<file path="config.mk">
export PLATFORM = sky130hd
export DESIGN_NAME = ram_arbiter
export DESIGN_NICKNAME = d
export VERILOG_FILES = /design/src/rtl/ram_arbiter.sv
export SDC_FILE = /design/constraint.sdc
export NUM_CORES = 1
export LEC_CHECK = 0
export CORE_ASPECT_RATIO = 0.8
export CORE_MARGIN = 2
export CORE_UTILIZATION = 35
export DETAILED_ROUTE_END_ITERATION = 12
export PLACE_DENSITY = 0.76
export SYNTH_ARGS = -nofsm -noshare
export SYNTH_HDL_FRONTEND = slang
export SYNTH_SLANG_ARGS = --single-unit
</file>
<file path="constraint.sdc">
create_clock -name clock -period 1.3 [get_ports clock]
set_input_delay 0.26 -clock clock [delete_from_list [all_inputs] [get_ports clock]]
set_output_delay 0.26 -clock clock [all_outputs]
set_load 0.01 [all_outputs]
</file>
<file path="src/rtl/ram_arbiter.sv">
// ram_arbiter: shares a single-port synchronous data RAM between the CPU memory
// stage (port c) and a debug/loader master (port d) with round-robin arbitration.
module ram_arbiter #(
   parameter int ADDR_WIDTH = 32,
   parameter int DATA_WIDTH = 32
) (
   input  logic                  clock,
   input  logic                  reset,
   input  logic                  enable,
   input  logic                  c_req,
   input  logic                  c_we,
   input  logic [ADDR_WIDTH-1:0] c_addr,
   input  logic [DATA_WIDTH-1:0] c_wdata,
   output logic [DATA_WIDTH-1:0] c_rdata,
   output logic                  c_ack,
   input  logic                  d_req,
   input  logic                  d_we,
   input  logic [ADDR_WIDTH-1:0] d_addr,
   input  logic [DATA_WIDTH-1:0] d_wdata,
   output logic [DATA_WIDTH-1:0] d_rdata,
   output logic                  d_ack,
   output logic                  ram_write_enable,
   output logic [ADDR_WIDTH-1:0] ram_address,
   output logic [DATA_WIDTH-1:0] ram_data_in,
   input  logic [DATA_WIDTH-1:0] ram_data_out,
   output logic                  busy
);

   typedef enum logic [1:0] {IDLE, ACCESS, RESP} state_t;
   typedef enum logic {PORT_C = 1'b0, PORT_D = 1'b1} port_t;

   state_t state;
   port_t  last_grant;
   port_t  owner;
   logic   owner_we;
   port_t  winner;

   // A lone requester wins; on a tie the port that was not served last wins.
   // NOTE: always_comb assigns a default before any condition so no latch is inferred.
   always_comb begin
      winner = PORT_C;
      if (d_req && (!c_req || last_grant == PORT_C)) begin
         winner = PORT_D;
      end
   end

   // The RAM port registers are loaded on the grant edge so the RAM sees them
   // during ACCESS; the read data then appears from the RAM during RESP.
   // NOTE: sequential state uses non-blocking assignments so every read in this block sees pre-edge values.
   always_ff @(posedge clock) begin
      if (reset) begin
         state            <= IDLE;
         last_grant       <= PORT_D;
         owner            <= PORT_C;
         owner_we         <= 1'b0;
         c_rdata          <= '0;
         c_ack            <= 1'b0;
         d_rdata          <= '0;
         d_ack            <= 1'b0;
         ram_write_enable <= 1'b0;
         ram_address      <= '0;
         ram_data_in      <= '0;
         busy             <= 1'b0;
      end else begin
         c_ack <= 1'b0;
         d_ack <= 1'b0;
         case (state)
            IDLE: begin
               if (enable && (c_req || d_req)) begin
                  owner <= winner;
                  if (winner == PORT_D) begin
                     owner_we         <= d_we;
                     ram_write_enable <= d_we;
                     ram_address      <= d_addr;
                     ram_data_in      <= d_wdata;
                  end else begin
                     owner_we         <= c_we;
                     ram_write_enable <= c_we;
                     ram_address      <= c_addr;
                     ram_data_in      <= c_wdata;
                  end
                  busy  <= 1'b1;
                  state <= ACCESS;
               end
            end
            ACCESS: begin
               ram_write_enable <= 1'b0;
               state            <= RESP;
            end
            RESP: begin
               if (owner == PORT_D) begin
                  d_ack <= 1'b1;
                  if (!owner_we) begin
                     d_rdata <= ram_data_out;
                  end
               end else begin
                  c_ack <= 1'b1;
                  if (!owner_we) begin
                     c_rdata <= ram_data_out;
                  end
               end
               last_grant <= owner;
               busy       <= 1'b0;
               state      <= IDLE;
            end
            default: begin
               busy  <= 1'b0;
               state <= IDLE;
            end
         endcase
      end
   end

endmodule

</file>
=== After elaboration in Yosys (flattened, before gate mapping) ===
Cells that the tools add are included.

* Bitwise gates (word level): 5
* Mux-type cells: 12
* Reduce and logical (&&, ||, !) cells: 13
* Equal/unequal tests: 3
* Multiply operators: 0
* Div/mod/pow operators: 0
* $add $sub $neg: 0
* Order comparisons: 0
* Shifts and indexed selects: 0

{| class="wikitable"
|+ Operators with widths
! cell !! count
|-
| $mux 32 || 2
|-
| $mux 1 || 6
|-
| $reduce_and 2->1 || 3
|-
| $reduce_and 3->1 || 2
|-
| $not 1->1 || 5
|-
| $pmux 1 s2 || 2
|-
| $pmux 2 s2 || 1
|-
| $eq 2x1->1 const B || 1
|-
| $eq 2x2->1 const B || 1
|-
| $logic_and 1x1->1 || 2
|-
| $logic_not 2->1 || 1
|-
| $logic_or 1x1->1 || 2
|-
| $mux 2 || 1
|-
| $ne 2x2->1 const B || 1
|-
| $reduce_bool 2->1 || 1
|-
| $reduce_or 2->1 || 1
|-
| $logic_not 1->1 || 1
|}

* Memories kept: 0
* Input bits: 167
* Register bits: 137
* Latch bits: 0
* RAM bits: 0
* ROM bits: 0

=== Logic depth before layout (Yosys ltp) ===
* Word-level depth: 7
* Mapped depth: 6

=== Worst setup path before layout ===
Ideal clock, no wire load.

* Path type: register to register
* Start point: register owner
* End point: register c_rdata[3]
* Library setup time: 132 ps
* Period minus slack after synthesis: 1349 ps
* Path slack: -49 ps
* Data arrival time: 1217 ps
* Stages on the path, launching flop included: 6
* Cells stage by stage: dfxtp_1 > or4b_1 > buf_2 > buf_6 > nand2_1 > a21oi_1

* Longest elaborated chain between the ends: 2

{| class="wikitable"
|+ RTL lines
! what !! RTL line !! RTL
|-
| from (decl) || 34 || <nowiki>port_t owner;</nowiki>
|-
| from (signal assigned) || 70 || <nowiki>owner <= winner;</nowiki>
|-
| $not 1->1 (no line) || n/a ||
|-
| $reduce_and 3->1 (no line) || n/a ||
|-
| to (signal assigned) || 99 || <nowiki>c_rdata <= ram_data_out;</nowiki>
|-
| to (decl) || 14 || <nowiki>output logic [DATA_WIDTH-1:0] c_rdata,</nowiki>
|}

Every way passes these cells.
A chain may end at the register's enable or synchronous reset.

=== Worst setup path in the final report ===
* Start point: register state[1]
* End point: register ram_data_in[19]

* Longest elaborated chain between the ends: 2

{| class="wikitable"
|+ RTL lines
! what !! RTL line !! RTL
|-
| from (decl) || 32 || <nowiki>state_t state;</nowiki>
|-
| from (signal assigned) || 52 || <nowiki>state <= IDLE;</nowiki>
|-
| from (signal assigned) || 83 || <nowiki>state <= ACCESS;</nowiki>
|-
| from (signal assigned) || 88 || <nowiki>state <= RESP;</nowiki>
|-
| $logic_not 2->1 || 67 || <nowiki>case (state)</nowiki>
|-
| $reduce_and 2->1 (no line) || n/a ||
|-
| to (signal assigned) || 75 || <nowiki>ram_data_in <= d_wdata;</nowiki>
|-
| to (signal assigned) || 80 || <nowiki>ram_data_in <= c_wdata;</nowiki>
|-
| to (decl) || 24 || <nowiki>output logic [DATA_WIDTH-1:0] ram_data_in,</nowiki>
|}

Every way passes these cells.

==> key figures <==
Floorplan
  • Row count: 40
  • Die height: 116 um
  • Starting density of the core: 36.1%
  • Core area: 15200 um2
  • Die width: 144 um
  • Top Ports: 299
  • Die Area: 16600 um2

Synth
  • Ys Warns: 0
  • Area leader, netlist: dfxtp_1
  • Yosys top cell area share: 50.2%
  • Syn avg cell area: 8.76 um2
  • Synth top area cells: dfxtp_1 50%, a21oi_1 12%, o32ai_1 10%, a211oi_1 9.1%, nand2_1 8.9%
  • Seq/Total Area, Yosys: 50.2%
  • Most frequent cell after synthesis: dfxtp_1
  • Synth cell count leaders: 137 x dfxtp_1, 131 x a21oi_1, 130 x nand2_1, 66 x a211oi_1, 64 x o32ai_1
  • Synth Instances: 624
  • EDFF count, synth: 0
  • Asr flop ratio synth: 0%
  • Synth Net Count: 791
  • Most common flop cell mapped by yosys: dfxtp_1
  • Mapped Area: 5470 um2
  • Number of synthesized register bits: 137
  • Distinct cell type count after synthesis: 25

Final layout
  • Filler cell count: 1195
  • Final Non-Filler Cells: 1147
  • Share of layout cells above drive strength 1: 23.2%
  • Number of diodes: 0
  • Area of the multi-input gates: 2770 um2
  • Layout area overhead: 86.4%
  • FF+latch area: 2760 um2
  • Nets: 1091

Drt
  • DR DRC count: 0
  • Vias post-DR: 6058
  • Antenna Nets Post-Route: 0
  • WL/cell: 18.1 um
  • Vias/cell: 5.28
  • Initial DRC count: 284
  • DR pass1 iterations: 4
  • Final WL: 20.7 mm

Worst setup path
  • Critical Path End: ram_data_in[19]
  • Kind of critical path: register to register
  • Reg2reg start: state[1]
  • Slowest stage delay, CP: 360 ps
  • Worst R2R Path Depth: 5
  • Crit-path slowest cell: dfxtp_4
  • Crit. End Element: register
  • Worst endpoint data arrival time: 1730 ps
  • Worst Path Max Fanout: 9
  • Flop2flop setup slack: -130 ps
  • WP data required: 1610 ps
  • Worst Setup Start Kind: register
  • Critical-path cell list: nor3b_4, buf_12, clkbuf_16, a21oi_1, a211oi_1
  • Crit. Startpoint: state[1]
  • RR Endpoint: ram_data_in[19]

Pwr
  • Power per cell area: 1180 nW/um2
  • Leak: 0.00371 uW
  • Worst VDD drop: 0.893 mV
  • Total Power: 12000 uW

STA
  • Worst slew margin: 74.5%
  • Hold Vio Cnt, Final: 0
  • Fin crit period: 1430 ps
  • Least-Margin Pin Slew: 382 ps
  • Skew final: 11.1 ps
  • Pins over their slew limit: 0
  • Max Fclk: 700 MHz
  • RSZ-0062 raised after global routing: true
  • Worst setup margin: -129 ps
  • Final Cycle Share: 110%
  • # setup viols final: 89

Place
  • PortBufs: 298
  • RD Place Congestion: 0.783
  • Dpl cells: 1089
  • Placed wire-length estimate: 12.9 mm

Clocking
  • CTS tree: built
  • Root buf cell: clkbuf_16
  • H-tree Lvls: 4
  • Clock Sinks: 137
  • Cts bufs inserted: 17
  • Worst skew pair latency: 410 ps
  • Clock slew at reported path FFs: 60 ps
  • CTS max path bufs: 2

GRT
  • Vias in the first global route: 5644
  • First-pass GRT wire length: 29.5 mm
  • GRT Total Usage: 22.6%
  • Pin count of the biggest net entering global routing: 55
  • Gr ovfl total: 0
  • Initial antenna violation count: 0

Outcome
  • Failing checks: negative setup slack
  • Status: finished with violations

Hold path
  • Class of the worst hold path: input pin to register

Job
  • Max-cap viol count: 0
## routing by layer
metal  up-vias  routed length (um)  global-route usage [%]
met3        26                1660                    7.31
met5         -                   0                       0
met2       218               10200                    39.0
met1      2898                8520                    27.1
met4         0                 371                    6.60
li1       2916                   -                       -
## logic make-up after synthesis
logic type / count (synthesis) / share of synthesized area (%)
compound gates: 264 / 31.8
buf+inv: 74 / 6.50
flops: 137 / 50.2
mux: 2 / 0.366
simple gates: 147 / 11.2
## placed cells by master (no fill, tap or decap), types with 2 or more instances in the layout
cell type and n:
a211oi_1 47, a211oi_2 19, a21oi_1 105, a21oi_2 26
buf_12 20, buf_16 6, buf_4 11, buf_6 10
buf_8 2, bufinv_16 4, clkbuf_16 24, clkbuf_2 41
clkbuf_8 2, clkdlybuf4s15_1 75, clkdlybuf4s15_2 4, clkdlybuf4s50_1 163
clkinv_4 2, clkinvlp_4 4, dfxtp_1 130, dfxtp_2 4
dfxtp_4 3, dlygate4sd2_1 13, inv_6 2, nand2_1 127
nand2_2 3, nand2b_1 4, nor2_1 2, o32ai_1 48
o32ai_2 14, o32ai_4 2
## flip-flops by register name, summed over array words and instances (netlist names)
register          flops
c_rdata              32
d_rdata              32
ram_address          32
ram_data_in          32
state                 2
busy                  1
c_ack                 1
d_ack                 1
last_grant            1
owner                 1
owner_we              1
ram_write_enable      1
## final cells by class
class / count / area share (%)
clock buffers: 19 / 4.44
clock inverters: 13 / 1.87
inverters: 1 / 0.0368
multi-input cells: 413 / 27.2
flip-flops and latches: 137 / 27.1
well taps: 210 / 2.58
repair buffers: 354 / 36.8
## where the power goes
group	total [uW]	internal, uW	switching (uW)
sequential	4550	4420	129
clock	5200	3330	1870
combinational	2260	1270	990
total	12000	9020	2990
## worst max-delay path, delay by kind of cell, from the launching register on
kind | cells | cell delay, ps
buffers and inverters | 2 | 370
AO/OA/AOI/OAI | 2 | 340
AND/OR/NAND/NOR | 1 | 260
flip-flops | 1 | 360
## worst min-delay path by stage
stage / depth (start not counted) / startpoint / end / slack [ps]
final: 3 / d_req / owner / 310
after global routing: 3 / d_req / owner / 320
after CTS: 3 / reset / state[0] / 300
after detailed placement: 2 / d_rdata[15] / d_rdata[15] / 450
after global placement: 2 / d_rdata[23] / d_rdata[23] / 440
after floorplan: 2 / ram_data_out[0] / c_rdata[0] / 400
## metrics by stage
stage          hold WS [ps]  util [%]  worst slack (ps)  instance area, um2  setup TNS [ps]
2_1_floorplan           396         -             -43.1                5480           -1290
3_3_place_gp            441      58.3              -435                8840          -29650
3_5_place_dp            446      58.3              -470                8840          -31690
4_1_cts                 297      64.4             -60.2                9760           -1510
5_1_grt                 317      67.2              -149               10200           -9640
6_report                309      67.2              -129               10200           -3730
## repair_timing
item | in CTS | in global routing
hold endpoints to repair | 0 | 0
setup endpoints to repair | 259 | 238
hold buffers | 0 | 0
pin swaps | 23 | 27
cloned | 8 | 9
resized for setup | 218 | 190
setup buffers | 4 | 6
Power figures use the tool's default switching activity.
